`src/rtl/operand_fetch_stage.sv`:
```
// -----------------------------------------------------------------------------
// operand_fetch_stage
//
// Decode-side operand stage. It sits directly upstream of the register file:
// it drives the two read indices from the fetched instruction, merges the
// asynchronous read data with results forwarded from EX/MEM/WB, detects
// load-use hazards against the load currently in EX, and registers the
// resolved operands into the ID/EX pipeline register.
//
// Parameters
//   XLEN    datapath / operand width
//   FWD_EN  1 = EX/MEM/WB forwarding enabled, 0 = register-file data only
//
// Ports
//   clk, reset_n                        clock, asynchronous active-low reset
//   if_valid, if_pc, if_instr           fetch slot contents
//   if_stall                            combinational hold request to fetch
//   flush                               kill the instruction being captured
//   rf_read1_idx, rf_read2_idx          register-file read indices (rs1/rs2)
//   rf_read1_data, rf_read2_data        asynchronous register-file read data
//   ex_rd, ex_reg_write, ex_mem_read,
//   ex_result                           EX-stage destination and result
//   mem_rd, mem_reg_write, mem_result   MEM-stage destination and result
//   wb_rd, wb_reg_write, wb_data        WB-stage destination and write data
//   id_valid, id_pc, id_instr, id_rd,
//   id_rs1_data, id_rs2_data            registered ID/EX slot
// -----------------------------------------------------------------------------
module operand_fetch_stage #(
    parameter int XLEN   = 32,
    parameter int FWD_EN = 1
) (
    input  logic            clk,
    input  logic            reset_n,

    input  logic            if_valid,
    input  logic [31:0]     if_pc,
    input  logic [31:0]     if_instr,
    output logic            if_stall,
    input  logic            flush,

    output logic [4:0]      rf_read1_idx,
    output logic [4:0]      rf_read2_idx,
    input  logic [XLEN-1:0] rf_read1_data,
    input  logic [XLEN-1:0] rf_read2_data,

    input  logic [4:0]      ex_rd,
    input  logic            ex_reg_write,
    input  logic            ex_mem_read,
    input  logic [XLEN-1:0] ex_result,

    input  logic [4:0]      mem_rd,
    input  logic            mem_reg_write,
    input  logic [XLEN-1:0] mem_result,

    input  logic [4:0]      wb_rd,
    input  logic            wb_reg_write,
    input  logic [XLEN-1:0] wb_data,

    output logic            id_valid,
    output logic [31:0]     id_pc,
    output logic [31:0]     id_instr,
    output logic [XLEN-1:0] id_rs1_data,
    output logic [XLEN-1:0] id_rs2_data,
    output logic [4:0]      id_rd
);

    // Opcodes that matter for operand usage decode.
    localparam logic [6:0] OP_LUI    = 7'b0110111;
    localparam logic [6:0] OP_AUIPC  = 7'b0010111;
    localparam logic [6:0] OP_JAL    = 7'b1101111;
    localparam logic [6:0] OP_RTYPE  = 7'b0110011;
    localparam logic [6:0] OP_STORE  = 7'b0100011;
    localparam logic [6:0] OP_BRANCH = 7'b1100011;

    // Operand source selected for one read port.
    typedef enum logic [2:0] {
        SEL_ZERO = 3'd0,
        SEL_EX   = 3'd1,
        SEL_MEM  = 3'd2,
        SEL_WB   = 3'd3,
        SEL_RF   = 3'd4
    } fwd_sel_e;

    // -------------------------------------------------------------------------
    // Decode helpers
    // -------------------------------------------------------------------------

    // U-type and JAL carry immediate bits in the rs1 field; they read no rs1.
    function automatic logic reads_rs1(input logic [6:0] op);
        logic r;
        case (op)
            OP_LUI, OP_AUIPC, OP_JAL: r = 1'b0;
            default:                  r = 1'b1;
        endcase
        return r;
    endfunction

    // Only R-type, stores and branches consume rs2.
    function automatic logic reads_rs2(input logic [6:0] op);
        logic r;
        case (op)
            OP_RTYPE, OP_STORE, OP_BRANCH: r = 1'b1;
            default:                       r = 1'b0;
        endcase
        return r;
    endfunction

    // Youngest matching producer wins. x0 always reads as zero so a stray
    // write of x0 elsewhere in the pipe can never leak into an operand.
    function automatic fwd_sel_e pick_source(
        input logic [4:0] src,
        input logic       f_ex_ok,
        input logic [4:0] f_ex_dst,
        input logic       f_mem_ok,
        input logic [4:0] f_mem_dst,
        input logic       f_wb_ok,
        input logic [4:0] f_wb_dst
    );
        fwd_sel_e s;
        if (src == 5'd0) begin
            s = SEL_ZERO;
        end else if (FWD_EN == 0) begin
            s = SEL_RF;
        end else if (f_ex_ok && (f_ex_dst == src)) begin
            s = SEL_EX;
        end else if (f_mem_ok && (f_mem_dst == src)) begin
            s = SEL_MEM;
        end else if (f_wb_ok && (f_wb_dst == src)) begin
            s = SEL_WB;
        end else begin
            s = SEL_RF;
        end
        return s;
    endfunction

    // -------------------------------------------------------------------------
    // Combinational decode, forwarding and hazard detection
    // -------------------------------------------------------------------------
    logic [6:0]      opcode_s;
    logic [4:0]      rs1_s;
    logic [4:0]      rs2_s;
    logic [4:0]      rd_s;
    logic            use_rs1_s;
    logic            use_rs2_s;
    logic            ex_fwd_ok_s;
    logic            load_in_ex_s;
    logic            hazard_s;
    fwd_sel_e        rs1_sel_s;
    fwd_sel_e        rs2_sel_s;
    logic [XLEN-1:0] rs1_val_s;
    logic [XLEN-1:0] rs2_val_s;

    assign opcode_s = if_instr[6:0];
    assign rd_s     = if_instr[11:7];
    assign rs1_s    = if_instr[19:15];
    assign rs2_s    = if_instr[24:20];

    assign rf_read1_idx = rs1_s;
    assign rf_read2_idx = rs2_s;

    // A load in EX has no value yet, so it must never be used as an EX forward.
    assign ex_fwd_ok_s  = ex_reg_write & ~ex_mem_read;
    assign load_in_ex_s = ex_mem_read & ex_reg_write & (ex_rd != 5'd0);

    // Decode which operand fields are real register reads and raise the hazard.
    always_comb begin
        use_rs1_s = reads_rs1(opcode_s);
        use_rs2_s = reads_rs2(opcode_s);
        hazard_s  = 1'b0;
        if (if_valid && load_in_ex_s) begin
            hazard_s = (use_rs1_s && (ex_rd == rs1_s)) ||
                       (use_rs2_s && (ex_rd == rs2_s));
        end else begin
            hazard_s = 1'b0;
        end
    end

    // A flush redirects fetch, so holding the slot would be pointless.
    assign if_stall = hazard_s & ~flush;

    // Choose the producer for each operand.
    always_comb begin
        rs1_sel_s = pick_source(rs1_s, ex_fwd_ok_s, ex_rd, mem_reg_write, mem_rd,
                                wb_reg_write, wb_rd);
        rs2_sel_s = pick_source(rs2_s, ex_fwd_ok_s, ex_rd, mem_reg_write, mem_rd,
                                wb_reg_write, wb_rd);
    end

    // Operand 1 data mux.
    always_comb begin
        rs1_val_s = {XLEN{1'b0}};
        case (rs1_sel_s)
            SEL_ZERO: rs1_val_s = {XLEN{1'b0}};
            SEL_EX:   rs1_val_s = ex_result;
            SEL_MEM:  rs1_val_s = mem_result;
            SEL_WB:   rs1_val_s = wb_data;
            SEL_RF:   rs1_val_s = rf_read1_data;
            default:  rs1_val_s = rf_read1_data;
        endcase
    end

    // Operand 2 data mux.
    always_comb begin
        rs2_val_s = {XLEN{1'b0}};
        case (rs2_sel_s)
            SEL_ZERO: rs2_val_s = {XLEN{1'b0}};
            SEL_EX:   rs2_val_s = ex_result;
            SEL_MEM:  rs2_val_s = mem_result;
            SEL_WB:   rs2_val_s = wb_data;
            SEL_RF:   rs2_val_s = rf_read2_data;
            default:  rs2_val_s = rf_read2_data;
        endcase
    end

    // -------------------------------------------------------------------------
    // ID/EX pipeline register
    // -------------------------------------------------------------------------
    logic            id_valid_r;
    logic [31:0]     id_pc_r;
    logic [31:0]     id_instr_r;
    logic [XLEN-1:0] id_rs1_data_r;
    logic [XLEN-1:0] id_rs2_data_r;
    logic [4:0]      id_rd_r;

    // Capture the resolved slot; flush and load-use both insert a bubble.
    always_ff @(posedge clk or negedge reset_n) begin
        if (!reset_n) begin
            id_valid_r    <= 1'b0;
            id_pc_r       <= 32'd0;
            id_instr_r    <= 32'd0;
            id_rs1_data_r <= {XLEN{1'b0}};
            id_rs2_data_r <= {XLEN{1'b0}};
            id_rd_r       <= 5'd0;
        end else if (flush) begin
            id_valid_r    <= 1'b0;
        end else if (hazard_s) begin
            // Bubble: data fields hold, the stalled instruction is re-presented.
            id_valid_r    <= 1'b0;
        end else begin
            id_valid_r    <= if_valid;
            id_pc_r       <= if_pc;
            id_instr_r    <= if_instr;
            id_rs1_data_r <= rs1_val_s;
            id_rs2_data_r <= rs2_val_s;
            id_rd_r       <= rd_s;
        end
    end

    assign id_valid    = id_valid_r;
    assign id_pc       = id_pc_r;
    assign id_instr    = id_instr_r;
    assign id_rs1_data = id_rs1_data_r;
    assign id_rs2_data = id_rs2_data_r;
    assign id_rd       = id_rd_r;

endmodule

```
`config.mk`:
```
export PLATFORM = sky130hd
export DESIGN_NAME = operand_fetch_stage
export DESIGN_NICKNAME = d
export VERILOG_FILES = /design/src/rtl/operand_fetch_stage.sv
export SDC_FILE = /design/constraint.sdc
export NUM_CORES = 1
export LEC_CHECK = 0
export BUFFER_PORTS_ARGS = -buffer_cell sky130_fd_sc_hd__buf_2
export CAP_MARGIN = 20
export CORE_MARGIN = 2
export CORE_UTILIZATION = 35
export DETAILED_ROUTE_END_ITERATION = 8
export GPL_TIMING_DRIVEN = 1
export PLACE_DENSITY = 0.7
export SYNTH_ARGS = -nofsm -noshare
export SYNTH_HDL_FRONTEND = slang
export SYNTH_SLANG_ARGS = --single-unit
```
`constraint.sdc`:
```
create_clock -name clk -period 1.65 [get_ports clk]
set_input_delay 0.33 -clock clk [delete_from_list [all_inputs] [get_ports clk]]
set_output_delay 0.33 -clock clk [all_outputs]
set_load 0.005 [all_outputs]
```
==> flow_summary.ini, run 1 <==
[die]
die_h_um = 152
start_util_pct = 35.5
dieArea_sq_um = 23200
core-area_sq_um = 21700
dieWidth_um = 152
ios = 392
rows = 54

[grt]
met2_usage_pct = 52.3
grt_first_pass_wirelength_mm = 56.3
grt_pass1_vias = 9520
grt_max_degree = 54
grt_util_all_layers_pct = 31.1
antenna_found_initial = 5
grt-ovfl-total = 0
groute.layer.met3.usage_pct = 7.94
grtUsageMet1_pct = 38.3
globalRoute.busiestLayer = met2

[detailed_routing]
final_antenna_net_count = 0
dr.pass1.iters = 5
drtIter0Drc = 626
routed_wirelength_mm = 37.4
vias = 9455
vias_per_cell = 5.60
drc_errors = 0
wl_per_cell_um = 22.2

[worst_hold_path]
worstHoldPathType = in2reg
min_path_cells = 3
min_from = if_pc[22]
min_to = id_pc[22]$_DFFE_PN0P_

[cells_and_area]
drive_gt1_share_pct = 48.0
multi_input_area_sq_um = 4350
fin_util_pct = 58.1
regArea_sq_um = 3230
layout.nets = 1638
synthToLayoutAreaGrowth_pct = 63.4
fill_cells = 1937

[placement]
port_buffers = 391
detailedPlace.worstSlack_ns = -0.756
dpl.hpwl_mm = 24.0
place_congestion = 0.949

[clock_tree]
clock_path_buffers = 2
cts_root_buf = clkbuf_16
clock_latency_ns = 0.41
htree_num_levels = 4
cts_made_buffers = 17
cts.reportedPaths.clkPinSlew_ns = 0.07
cts_num_sinks = 129
cts_tree = built

[pwr]
p_leak_nw = 6.48
p_per_area_nw_per_um2 = 832
ir_worst_vdd_mv = 0.586

[yosys]
synthFlopType = dfrtp_1
seq_area_frac_synth_pct = 41.9
ys_types = 42
synth_seq_cells = 129
synth_edf_count = 0
synth_nets = 1183
postSynthCellCount = 936
ys_async_sr_fraction_pct = 100
synth_area_sq_um = 7710
yosysWarningCount = 0
syn_area_per_cell_sq_um = 8.24

[worst_setup_path]
reg2reg_depth = 2
reg2reg_to = id_rs2_data[12]$_DFFE_PN0P_
rrSetupSlack_ns = 0.96
startpoint_type = input pin
cp.required_ns = 1.96
path_class = in2reg
crit_path_end_kind = flop
arrival_ns = 2.41
r2r-start = id_rs2_data[12]$_DFFE_PN0P_
crit_fanout = 7

[sta]
final.min_clock_period_ns = 2.10
final.setup.worst_slack_ns = -0.447
max_freq_mhz = 477
setup_viol = 130
hold_viol_final = 0
post-route-period-util_pct = 127
rsz0062_at_grt = true
relSlewSlack_pct = 65.4
fin_hold_ws_ns = 0.0982
tightest_slew_ns = 0.519
final.setup_skew_ns = 0
slew_violations = 0

[run_status]
outcome = finished, violations left
violations = negative setup slack

[run]
cap_viol_max_count = 0
[sequential cells by signal, summed over array words and instances (netlist names)]
name         cells
id_instr        32
id_valid         1
id_rs2_data     32
id_rs1_data     32
id_pc           32
[cells by family after synthesis]
group / Yosys count / synth area share (%)
compound gates: 268 / 23.2
xor+xnor: 30 / 3.41
flops: 129 / 41.9
buf+inv: 106 / 7.56
simple gates: 403 / 23.9
[synth_stat cells (12+ instances only)]
library cell    n  share of area, %
clkbuf_1       47               2.3
and3_1         32               2.6
buf_2          31               2.0
buf_4          15               1.5
buf_6          12               1.8
o21ai_0        58               3.8
dfrtp_1       129                42
o21ai_1       101               6.6
o211a_1        62               8.1
xnor2_1        20               2.3
nand2_1       264                13
a211oi_1       30               2.9
nand4_1        32               2.6
nand3_1        33               2.1
[report_power, final]
part	internal, W	leakage (nW)	switching, W
logic	0.00122	4.59	0.00121
clock network	0.00272	0.321	0.00164
registers	0.00350	1.57	0.000198
total	0.00744	6.48	0.00305
[per-layer routing]
layer	wire length [um]	vias up
li1	-	4216
met1	14300	4509
met2	18200	628
met3	3430	100
met4	1430	2
met5	13	-
[what timing repair did]
item,4_1_cts,5_1_grt
pin swaps,32,39
buffers inserted,19,7
resized for setup,101,65
setup endpoints to repair,130,130
cloned,22,3
hold endpoints to repair,19,0
hold buffers,1,0
[worst max path at each step]
stage,start,end
floorplan,ex_rd[2],id_pc[11]$_DFFE_PN0P_
global placement,if_instr[21],id_rs2_data[2]$_DFFE_PN0P_
detailed placement,if_instr[21],id_rs2_data[2]$_DFFE_PN0P_
CTS,if_instr[22],if_stall
global route,if_instr[24],id_rs2_data[23]$_DFFE_PN0P_
finish,ex_rd[3],id_pc[24]$_DFFE_PN0P_
[metrics by stage]
stage / std cells / instance area [sq um] / power, W / TNS, ns
6_report: 1688 / 12600 / 0.0105 / -49.88
5_1_grt: 1688 / 12600 / 0.0109 / -57.72
4_1_cts: 1683 / 12500 / 0.0105 / -45.31
3_5_place_dp: 1609 / 10700 / 0.00571 / -80.30
3_3_place_gp: 1609 / 10700 / 0.00568 / -76.64
2_1_floorplan: 936 / 7800 / 0.00454 / -45.80
[placed cells by master, fill, tap and decap left out, types with 3 or more instances in the layout]
master and n:
buf_2 387, nand2_1 216, dfrtp_1 129, o21ai_1 113, buf_4 82, o211a_1 62, nand2_2 44, buf_12 33
nand3_1 32, nand4_1 32, o21ai_0 31, and3_1 31, clkbuf_16 19, a211oi_1 17, xnor2_1 15, o21ai_2 15
buf_16 15, buf_6 13, a211oi_2 11, xor2_1 10, and2_1 9, buf_8 7, nor3_1 6, inv_6 6
o211ai_1 5, bufinv_16 5, diode_2 4, nand2_4 4, xnor2_2 3, nor3_4 3, a311oi_1 3
[worst max-delay path, stage by stage]
cell and delay, ns:
buf_6 0.10, or4_4 0.54, o2111ai_4 0.24, buf_4 0.16, nor4_4 0.06, or3_4 0.39
buf_6 0.17, bufbuf_16 0.29, nand2_1 0.07, nand2_1 0.05
[layout make-up]
cell class | instances | share of cell area, %
repair buffers | 542 | 31.8
clock inverters | 14 | 1.79
diodes | 4 | 0.0795
multi-input cells | 701 | 34.6
flip-flops and latches | 129 | 25.6
clock buffers | 18 | 3.41
well taps | 280 | 2.78
Power figures use the tool's default switching activity.
==> run 2, diff against run 1 <==
--- a/config.mk
+++ b/config.mk
@@ -7,11 +7,11 @@
 export LEC_CHECK = 0
 export BUFFER_PORTS_ARGS = -buffer_cell sky130_fd_sc_hd__buf_2
 export CAP_MARGIN = 20
-export CORE_MARGIN = 2
-export CORE_UTILIZATION = 35
+export CORE_AREA = 2 2 152 154
 export DETAILED_ROUTE_END_ITERATION = 8
+export DIE_AREA = 0 0 154 156
 export GPL_TIMING_DRIVEN = 1
-export PLACE_DENSITY = 0.7
+export PLACE_DENSITY = 0.69
 export SYNTH_ARGS = -nofsm -noshare
 export SYNTH_HDL_FRONTEND = slang
 export SYNTH_SLANG_ARGS = --single-unit
==> flow_summary.ini, run 2 (synthesis gave the netlist of run 1 again) <==
[pwr]
ir_worst_vdd_mv = 0.526
power_w = 0.00999
p_leak_nw = 6.26
p_per_area_nw_per_um2 = 822

[clock_tree]
cts_tree = built
clock_path_buffers = 2
cts_root_buf = clkbuf_16
cts_made_buffers = 17
htree_num_levels = 4
cts.reportedPaths.clkPinSlew_ns = 0.07
clock_latency_ns = 0.41
cts_num_sinks = 129

[grt]
grt_first_pass_wirelength_mm = 52.0
grt_max_degree = 45
antenna_found_initial = 2
grt-ovfl-total = 0
grt_util_all_layers_pct = 28.0
grt_pass1_vias = 9130

[worst_hold_path]
min_from = if_pc[28]
worstHoldPathType = in2reg

[sta]
post-route-period-util_pct = 133
max_freq_mhz = 456
final.setup_skew_ns = 0
setup_viol = 130
fin_hold_ws_ns = 0.107
rsz0062_at_grt = true
hold_viol_final = 0
final.min_clock_period_ns = 2.19
slew_violations = 0
relSlewSlack_pct = 73.3
final.setup.worst_slack_ns = -0.544
tightest_slew_ns = 0.398

[detailed_routing]
drc_errors = 0
dr.pass1.iters = 6
final_antenna_net_count = 0
vias_per_cell = 5.59
vias = 9373
routed_wirelength_mm = 36.0
drtIter0Drc = 770
wl_per_cell_um = 21.5

[cells_and_area]
layout_common_cells = 386 x buf_2, 227 x nand2_1, 129 x dfrtp_1, 94 x o21ai_1, 87 x buf_4
design_area_sq_um = 12200
synthToLayoutAreaGrowth_pct = 57.8
layout.nets = 1625
drive_gt1_share_pct = 46.7
final_common_cell = buf_2

[placement]
port_buffers = 391
dpl.hpwl_mm = 24.5
place_congestion = 0.891
dpl-instance-area_sq_um = 10700

[worst_setup_path]
path_class = in2reg
r2r-start = id_rs2_data[23]$_DFFE_PN0P_
crit_fanout = 6
cp.required_ns = 1.96
arrival_ns = 2.51
startpoint_type = input pin
critPathLaunch = ex_rd[3]
crit_path_end_kind = flop

[die]
dieArea_sq_um = 24000
die_h_um = 156
rows = 55
start_util_pct = 34.5
dieWidth_um = 154
ios = 392
core-area_sq_um = 22400

[run_status]
outcome = finished, violations left
violations = negative setup slack

[run]
cap_viol_max_count = 0
run 2: stage by stage:
step	TNS (ns)	std cells	utilization (%)	worst slack, ns
after global placement	-72.38	1614	47.7	-0.672
after detailed placement	-77.49	1614	47.7	-0.732
after global routing	-55.68	1678	54.4	-0.490
after CTS	-41.96	1666	52.6	-0.390
final	-50.51	1678	54.4	-0.544
after floorplan	-45.80	936	-	-0.387
run 2: layer usage:
metal,up-vias,track usage [%],wire length [um]
met4,2,10.3,1110
met5,-,0,13
met2,579,48.3,17600
met1,4512,34.4,14200
li1,4195,-,-
met3,85,6.03,3080
run 2: report_power, final:
| part | total, W | internal [W] | switching [W] |
|---|---|---|---|
| Sequential | 0.00370 | 0.00350 | 0.000200 |
| Clock | 0.00400 | 0.00232 | 0.00168 |
| Combinational | 0.00229 | 0.00113 | 0.00117 |
| Total | 0.00999 | 0.00695 | 0.00304 |
run 2: final timing paths:
kind | cells past startpoint | end | slack, ns
setup / recovery | 12 | id_rs2_data[23]$_DFFE_PN0P_ | -0.54
hold / removal | 3 | id_pc[28]$_DFFE_PN0P_ | 0.11
setup reg to reg | 2 | id_rs2_data[23]$_DFFE_PN0P_ | 0.94
max in group asynchronous | 3 | id_rs1_data[21]$_DFFE_PN0P_ | 0.70
min in group asynchronous | 2 | id_rs2_data[7]$_DFFE_PN0P_ | 0.38
hold reg to reg | 2 | id_pc[2]$_DFFE_PN0P_ | 0.47
run 2: what timing repair did:
action | 4_1_cts | 5_1_grt
pin swaps | 15 | 41
setup endpoints to repair | 130 | 130
resized for setup | 55 | 64
hold endpoints to repair | 28 | 0
cloned | 9 | 8
buffers inserted | 10 | 4
hold buffers | 1 | 0
run 2: worst max-delay path, stage by stage:
cell       delay [ns]
buf_6            0.09
or4_4            0.54
o2111ai_4        0.26
buf_6            0.14
nor4_4           0.05
buf_4            0.15
nor3_4           0.19
buf_6            0.15
buf_8            0.14
buf_12           0.15
o21ai_2          0.06
o21ai_1          0.24
run 2: cell type report:
class,count,area [sq um]
multi-input combinational,701,4270
clock inverter,14,166
timing repair buffer,529,3700
fill,2028,10200
antenna,2,5.00
clock buffer,18,439
sequential,129,3230
tap,285,357
==> run 3, diff against run 2 <==
--- a/config.mk
+++ b/config.mk
@@ -5,11 +5,11 @@
 export SDC_FILE = /design/constraint.sdc
 export NUM_CORES = 1
 export LEC_CHECK = 0
+export ABC_AREA = 1
 export BUFFER_PORTS_ARGS = -buffer_cell sky130_fd_sc_hd__buf_2
 export CAP_MARGIN = 20
-export CORE_AREA = 2 2 152 154
+export CORE_UTILIZATION = 35
 export DETAILED_ROUTE_END_ITERATION = 8
-export DIE_AREA = 0 0 154 156
 export GPL_TIMING_DRIVEN = 1
 export PLACE_DENSITY = 0.69
 export SYNTH_ARGS = -nofsm -noshare
==> flow_summary.ini, run 3 <==
[yosys]
synthTopCellsByCount = 416 x nand2_1, 221 x nor2_1, 183 x nand3_1
synthFlopType = dfrtp_1
ys_async_sr_fraction_pct = 100
synth_area_sq_um = 8180
postSynthCellCount = 1254
synth_edf_count = 0
synth_nets = 1501
syn_area_per_cell_sq_um = 6.52
ys_types = 28
yosys.area.top_type_share_pct = 39.5
seq_area_frac_synth_pct = 39.5
yosysWarningCount = 0
synth_seq_cells = 129
synthTopCellsByArea = dfrtp_1 39%, nand2_1 19%, nand3_1 11%
yosysMostFrequentCell = nand2_1
yosys.area.top_type = dfrtp_1

[grt]
groute.layer.met3.usage_pct = 6.39
globalRoute.busiestLayer = met2
grt_first_pass_wirelength_mm = 50.7
antenna_found_initial = 3
grt_pass1_vias = 9443
grt_max_degree = 54
met2_usage_pct = 45.7
grt_util_all_layers_pct = 27.4
grtUsageMet1_pct = 34.0
grt-ovfl-total = 0

[cells_and_area]
multi_input_area_sq_um = 4320
fill_cells = 2239
synthToLayoutAreaGrowth_pct = 45.9
layout.nets = 1931
final_common_cell = nand2_1
regArea_sq_um = 3230
stdcell_count = 2012
drive_gt1_share_pct = 35.7
layout_common_cells = 407 x nand2_1, 377 x buf_2, 210 x nor2_1, 180 x nand3_1, 129 x dfrtp_1

[sta]
fin_hold_ws_ns = 0.127
final.setup_skew_ns = 0
max_freq_mhz = 612
tightest_slew_ns = 0.527
final.min_clock_period_ns = 1.63
hold_viol_final = 0
final.setup.worst_slack_ns = 0.0165
relSlewSlack_pct = 64.9
slew_violations = 0
post-route-period-util_pct = 99.0
rsz0062_at_grt = true
setup_viol = 0

[worst_setup_path]
cp_slowest_stage_delay_ns = 0.12
crit_path_top_delay_cell = buf_4
cp.required_ns = 1.32
crit_path_end_kind = primary output
arrival_ns = 1.30
cp_cell_sequence = buf_4 -> inv_2 -> nand2_1 -> nand2_2 -> nor2_4 -> inv_1 -> nor2_2 -> nand2_1 -> nand2_2 -> nand2_4 -> nor2_4 -> buf_2
startpoint_type = input pin
crit_fanout = 5
path_class = in2out

[pwr]
p_per_area_nw_per_um2 = 834
power_w = 0.00994
ir_worst_vdd_mv = 0.633
p_leak_nw = 6.57

[die]
core-area_sq_um = 22800
rows = 55
dieWidth_um = 155
start_util_pct = 35.9
die_h_um = 155
ios = 392
dieArea_sq_um = 24000

[clock_tree]
clock_path_buffers = 2
htree_num_levels = 4
cts_tree = built
cts_num_sinks = 129
cts.reportedPaths.clkPinSlew_ns = 0.07
cts_made_buffers = 17
clock_latency_ns = 0.40
cts_root_buf = clkbuf_16

[detailed_routing]
drtIter0Drc = 776
routed_wirelength_mm = 33.9
final_antenna_net_count = 0
vias = 10000
dr.pass1.iters = 6
wl_per_cell_um = 16.8
vias_per_cell = 4.99
drc_errors = 0

[placement]
place_congestion = 0.906
dp.cells = 1970
detailedPlace.worstSlack_ns = -0.440
port_buffers = 391
dpl.hpwl_mm = 24.9

[run_status]
outcome = finished, final reports clean

[run]
cap_viol_max_count = 0

[worst_hold_path]
worstHoldPathType = in2reg
## run 3: final cells by class
| class | instances | area share (%) |
|---|---|---|
| multi-input combinational | 963 | 36.2 |
| clock buffer | 18 | 3.60 |
| timing repair buffer | 500 | 26.0 |
| sequential | 129 | 27.1 |
| tap | 313 | 3.28 |
| clock inverter | 14 | 1.41 |
| antenna | 2 | 0.0420 |
| inverter | 73 | 2.34 |
## run 3: repair_timing
item,CTS,global route
resized for setup,14,50
hold endpoints to repair,36,0
hold buffers,1,0
setup endpoints to repair,1,82
gates cloned,0,2
buffers inserted,3,4
pin swaps,8,18
## run 3: path summary, 6_finish.rpt
path	from	slack (ns)	endpoint	depth (start not counted)
setup reg to reg	id_instr[24]$_DFFE_PN0P_	0.94	id_instr[24]$_DFFE_PN0P_	2
setup / recovery	if_instr[19]	0.02	if_stall	12
max in group asynchronous	reset_n	0.66	id_instr[6]$_DFFE_PN0P_	3
hold / removal	if_valid	0.13	id_valid$_DFF_PN0_	3
hold reg to reg	id_pc[15]$_DFFE_PN0P_	0.46	id_pc[15]$_DFFE_PN0P_	2
min in group asynchronous	reset_n	0.43	id_rs2_data[23]$_DFFE_PN0P_	2
## run 3: worst max-delay path, delay by kind of cell
| family | cells | cell delay [ns] |
|---|---|---|
| simple gates | 8 | 0.66 |
| buf+inv | 4 | 0.32 |
## run 3: stage by stage
| step | utilization (%) | cell area (sq um) | setup TNS (ns) |
|---|---|---|---|
| floorplan | - | 8180 | 0 |
| global placement | 48.4 | 11000 | -41.38 |
| detailed placement | 48.4 | 11000 | -39.67 |
| CTS | 51.3 | 11700 | 0 |
| global route | 52.3 | 11900 | -0.101 |
| finish | 52.3 | 11900 | 0 |
## run 3: cells by family after synthesis
kind of cell,after synthesis,share of synthesized area (%)
simple gates,934,49.3
buf+inv,162,9.29
flops,129,39.5
compound gates,26,1.62
xor+xnor,3,0.321
## run 3: routing by layer
metal	wire (um)	vias up	part of all wire (%)
met5	10	-	0.029
met4	1200	2	3.5
met3	3080	92	9.1
met2	16100	560	48
met1	13500	4579	40
li1	-	4809	-
## run 3: where the power goes
part / switching, W / internal [W] / leakage, nW
clock: 0.00169 / 0.00229 / 0.287
sequential: 0.000208 / 0.00351 / 1.57
combinational: 0.00122 / 0.00103 / 4.72
